==> src/rtl/pc_unit.sv <==
// pc_unit: registered program counter with increment, absolute jump,
// signed relative branch, stall, and call/return through an internal
// return-address stack. All outputs come from registers or from
// registered state only; there is no combinational input-to-output path.
module pc_unit #(
    parameter int                ADDR_W     = 16,
    parameter int                STEP       = 1,
    parameter logic [ADDR_W-1:0] RESET_ADDR = '0,
    parameter int                OFF_W      = 8,
    parameter int                RAS_DEPTH  = 4,
    localparam int               CNT_W      = $clog2(RAS_DEPTH + 1)
) (
    input  logic              clk,
    input  logic              rst,
    input  logic              next,
    input  logic              stall,
    input  logic              jump,
    input  logic              branch,
    input  logic              call,
    input  logic              ret,
    input  logic [ADDR_W-1:0] addr_in,
    input  logic [OFF_W-1:0]  offset,
    output logic [ADDR_W-1:0] addr_out,
    output logic [CNT_W-1:0]  ras_count,
    output logic              ras_empty,
    output logic              ras_full,
    output logic              err
);

    localparam int IDX_W = $clog2(RAS_DEPTH);

    logic [ADDR_W-1:0] pc;
    logic [CNT_W-1:0]  cnt;
    logic              err_q;
    logic [ADDR_W-1:0] ras_mem [RAS_DEPTH];

    logic [ADDR_W-1:0] pc_step;
    logic [ADDR_W-1:0] pc_branch;
    logic              stk_empty;
    logic              stk_full;
    logic [IDX_W-1:0]  push_idx;
    logic [IDX_W-1:0]  top_idx;
    logic              do_push;

    // Sums wrap modulo 2^ADDR_W; the offset cast sign-extends it first.
    assign pc_step   = pc + ADDR_W'(STEP);
    assign pc_branch = pc + ADDR_W'($signed(offset));

    assign stk_empty = (cnt == '0);
    assign stk_full  = (cnt == CNT_W'(RAS_DEPTH));

    // Indices are only used when in range (push needs !full, pop needs !empty).
    assign push_idx = IDX_W'(cnt);
    assign top_idx  = IDX_W'(cnt - CNT_W'(1));

    // A push happens only when call is the winning command and there is room.
    assign do_push = !rst && !stall && !ret && call && !stk_full;

    // Stack storage: contents above the count are never read, so no reset.
    always_ff @(posedge clk) begin
        if (do_push)
            ras_mem[push_idx] <= pc_step;
    end

    // PC, stack count and sticky error, in command priority order.
    always_ff @(posedge clk) begin
        if (rst) begin
            pc    <= RESET_ADDR;
            cnt   <= '0;
            err_q <= 1'b0;
        end else if (!stall) begin
            if (ret) begin
                if (stk_empty) begin
                    err_q <= 1'b1;
                end else begin
                    pc  <= ras_mem[top_idx];
                    cnt <= cnt - CNT_W'(1);
                end
            end else if (call) begin
                pc <= addr_in;
                if (stk_full)
                    err_q <= 1'b1;
                else
                    cnt <= cnt + CNT_W'(1);
            end else if (jump) begin
                pc <= addr_in;
            end else if (branch) begin
                pc <= pc_branch;
            end else if (next) begin
                pc <= pc_step;
            end
        end
    end

    assign addr_out  = pc;
    assign ras_count = cnt;
    assign ras_empty = stk_empty;
    assign ras_full  = stk_full;
    assign err       = err_q;

endmodule

==> config.mk <==
export PLATFORM = sky130hd
export DESIGN_NAME = pc_unit
export DESIGN_NICKNAME = d
export VERILOG_FILES = /design/src/rtl/pc_unit.sv
export SDC_FILE = /design/constraint.sdc
export NUM_CORES = 1
export LEC_CHECK = 0
export ABC_CLOCK_PERIOD_IN_PS = 5800
export BUFFER_PORTS_ARGS = -buffer_cell sky130_fd_sc_hd__buf_2
export CAP_MARGIN = 0
export CORE_MARGIN = 1
export CORE_UTILIZATION = 45
export CTS_CLUSTER_SIZE = 25
export DETAILED_ROUTE_END_ITERATION = 10
export GPL_ROUTABILITY_DRIVEN = 1
export SYNTH_ARGS = -nofsm -noshare
export SYNTH_HDL_FRONTEND = slang
export SYNTH_SLANG_ARGS = --single-unit
export TNS_END_PERCENT = 30
==> constraint.sdc <==
create_clock -name clk -period 5.8 [get_ports clk]
set_input_delay 1.74 -clock clk [delete_from_list [all_inputs] [get_ports clk]]
set_output_delay 1.74 -clock clk [all_outputs]
set_load 0.1 [all_outputs]
==> impl_results.md <==
- Io pins: 54
- Critical Path End Type: flop
- Die outline width: 105.0 um
- Post-synthesis average cell area: 11.60 sq um
- Clock sink count: 84
- Post-detailed-route via-to-cell ratio: 6.035
- Combined global-route utilization of all metal layers: 23.33%
- Final setup TNS: 0 ps
- Layout overhead on the synthesized area: 11.94%
- Data arrival time of the worst path: 3900 ps
- Unrepaired setup endpoints after global routing: false
- Final Hold Violating Endpoints: 0
- Static leakage power: 1.984 nW
- CTS clk-pin slew, worst paths: 90 ps
- Number of gates given a new drive strength after cts: 0
- Vias: 3633
- ANT cells: 0
- Top FF cell, synth: sky130_fd_sc_hd__edfxtp_1
- Final critical path time including I/O delays and setup: 3634 ps
- Number of optimization iterations in the first detailed-route pass: 5
- Buffers inserted during post-CTS setup optimization: 0
- Maximum number of pins on one net before global-route repair: 34
- Hold Buf Count CTS: 0
- HPWL reported at the end of detailed placement: 8871 um
- Clk_skew: 13.88 ps
- Area enclosed by the die boundary: 11030 sq um
- Kind of start point of the critical path: input pin
- Number of library cell types mapped by synthesis: 69
- Data required time at the worst endpoint: 6060 ps
- Insertion delay of the later-clocked pin in the worst-skew pair: 350 ps
- Total clock buffers created by CTS: 9
- Master of the slowest instance on the critical path: sky130_fd_sc_hd__or2_1
- Total of warnings raised by yosys: 0
- Floorplan core area: 10320 sq um
- WS Path Type: input pin to flop
- Number of enable flip-flop cells after synthesis: 64
- Maximum clock frequency: 275.2 MHz
- Synth area leaders: sky130_fd_sc_hd__edfxtp_1 (40%), sky130_fd_sc_hd__dfxtp_1 (8.4%), sky130_fd_sc_hd__mux4_2 (7.5%)
- Flip-flop and latch count after synthesis: 84
- Result of the run: finished clean
- Ordered cell list for the critical path: buf_2 -> or2_1 -> o41a_2 -> nor2_1 -> a2111oi_0 -> o31ai_1 -> nor4b_2
- Netlist Area Pre-Place: 4778 sq um
- Routed Antenna Nets: 0
- Final slew viol count: 0
- Share of flip-flops with an asynchronous set or reset after synthesis: 0%
- Max Fanout on Critical Path: 20
- Most common cell after layout, fill and taps aside: sky130_fd_sc_hd__edfxtp_1
- Starting density of the core: 46.29%
- Max-cap check violation count: 0
- Final wirelength: 12410 um
- Maximum count of clock buffers along a single path: 2
- Leading cell types in the layout, fill and taps excluded: sky130_fd_sc_hd__edfxtp_1 (64), sky130_fd_sc_hd__buf_2 (53), sky130_fd_sc_hd__nor2_1 (36)
- FP Rows: 37
- Layout cells sized above 1: 23.18%
- Number of global-route vias before repair: 3525
- Cell taking the most area after synthesis: sky130_fd_sc_hd__edfxtp_1
- Peak ir drop on the vdd network: 0.0001614 V
- Worst-Margin Slew: 1159 ps
- Fraction of synthesized cell area taken by the top area cell type: 40.22%
- Wire length of the first global-routing pass: 19430 um
- Die Height: 105.0 um
- Hold/Removal Path Class: flop to flop
- Final instance count without filler cells: 602
- # nets final: 516
- Finish-stage setup viols: 0
- Synthesized instance count: 412
- TritonCTS clock tree: yes
- P per Cell Area: 318.5 nW/um^2
- Portion of the clock cycle consumed by the worst path in the final layout: 62.65%
- Total grt overflow: 0
- Portion of the post-synthesis area used by sequential elements: 48.60%
- Drt initial violations: 361
- Pwr Total: 1.703 mW
- Gpl congestion: 0.9100
- Routed WL per cell: 20.61 um
- H-tree level count: 3
- Mapped Nets: 467
- Number of antenna violations at the first check in global routing: 0
- Number of input and output port buffers inserted: 53
- Max stage delay on crit path: 650 ps
- Number of cells in the design after placement: 586
- Root Buffer Master: sky130_fd_sc_hd__clkbuf_8
- Remaining design rule violation count: 0
- Max-slew headroom at the worst pin: 22.46%
[critical path, delay by kind of cell]
| kind | cells | cell delay, ps |
|---|---|---|
| AND/OR/NAND/NOR | 3 | 990 |
| buffers and inverters | 1 | 110 |
| AO/OA/AOI/OAI | 3 | 1060 |
[synth_stat cells (4+ instances only)]
master and number:
sky130_fd_sc_hd__edfxtp_1 64, sky130_fd_sc_hd__nor2_1 36, sky130_fd_sc_hd__a21oi_1 30, sky130_fd_sc_hd__nand2_1 29, sky130_fd_sc_hd__ha_1 22, sky130_fd_sc_hd__dfxtp_1 20, sky130_fd_sc_hd__mux4_2 16, sky130_fd_sc_hd__o21ai_0 15
sky130_fd_sc_hd__xnor2_1 15, sky130_fd_sc_hd__nand3_1 14, sky130_fd_sc_hd__nor3_1 14, sky130_fd_sc_hd__a211oi_1 11, sky130_fd_sc_hd__inv_1 9, sky130_fd_sc_hd__clkbuf_1 8, sky130_fd_sc_hd__xor2_1 8, sky130_fd_sc_hd__nor4_1 6
sky130_fd_sc_hd__or3_1 6, sky130_fd_sc_hd__a21o_1 5, sky130_fd_sc_hd__and2_1 5, sky130_fd_sc_hd__and3_1 4, sky130_fd_sc_hd__buf_2 4
[path summary, 6_finish.rpt]
path                            slack [ps]    startpoint  cells after the start      endpoint
worst min register to register         480           err                      2           err
worst max-delay path                  2170          call                      7  addr_out[15]
worst max register to register        2960  ras_count[1]                      7  addr_out[15]
worst min-delay path                   480           err                      2           err
[cell type report]
cell class	instances	area (sq um)
multi-input combinational	301	2323
inverter	10	37.54
fill	928	4975
clock inverter	5	83.83
sequential	84	2322
timing repair buffer	55	280.3
tap	136	170.2
clock buffer	11	131.4
[sequential cells by signal, summed over array words and instances, names as in the netlist]
| signal | flops |
|---|---|
| addr_out | 16 |
| err | 1 |
| ras_count | 3 |
| ras_mem | 64 |
[metal layers]
| layer | up-vias | GRT usage [%] | routed length [um] |
|---|---|---|---|
| met5 | - | 0 | 0 |
| met4 | 0 | 6.137 | 130 |
| met3 | 11 | 3.369 | 769 |
| met2 | 155 | 36.42 | 5606 |
| met1 | 1782 | 34.07 | 5900 |
| li1 | 1685 | - | - |
[report_power, final]
group	internal (mW)	leakage, nW	switching [mW]
Combinational	0.165	1.13	0.363
Sequential	0.680	0.749	0.0360
Clock	0.245	0.100	0.215
Total	1.09	1.98	0.614
[metrics by stage]
| stage | util [%] | cell area, sq um | hold WS, ps | setup WS [ps] |
|---|---|---|---|---|
| 6_report | 51.81 | 5349 | 483.8 | 2166 |
| 5_1_grt | 51.81 | 5349 | 539.9 | 1872 |
| 4_1_cts | 51.81 | 5349 | 492.3 | 2194 |
| 3_5_place_dp | 49.73 | 5134 | 470.3 | 1870 |
| 3_3_place_gp | 49.73 | 5134 | 451.4 | 1866 |
| 2_1_floorplan | - | 4778 | 713.1 | 1625 |
[cell families (layout without fill, tap and decap cells)]
family          Yosys count  count (layout)  synth area share [%]
buf+inv                  27              81                 2.775
xor+xnor                 25              25                 4.897
compound gates          102             102                 15.37
fa+ha+maj                23              23                 6.180
flops                    84              84                 48.60
mux                      19              19                 8.196
simple gates            132             132                 13.98
Power figures use the tool's default switching activity.
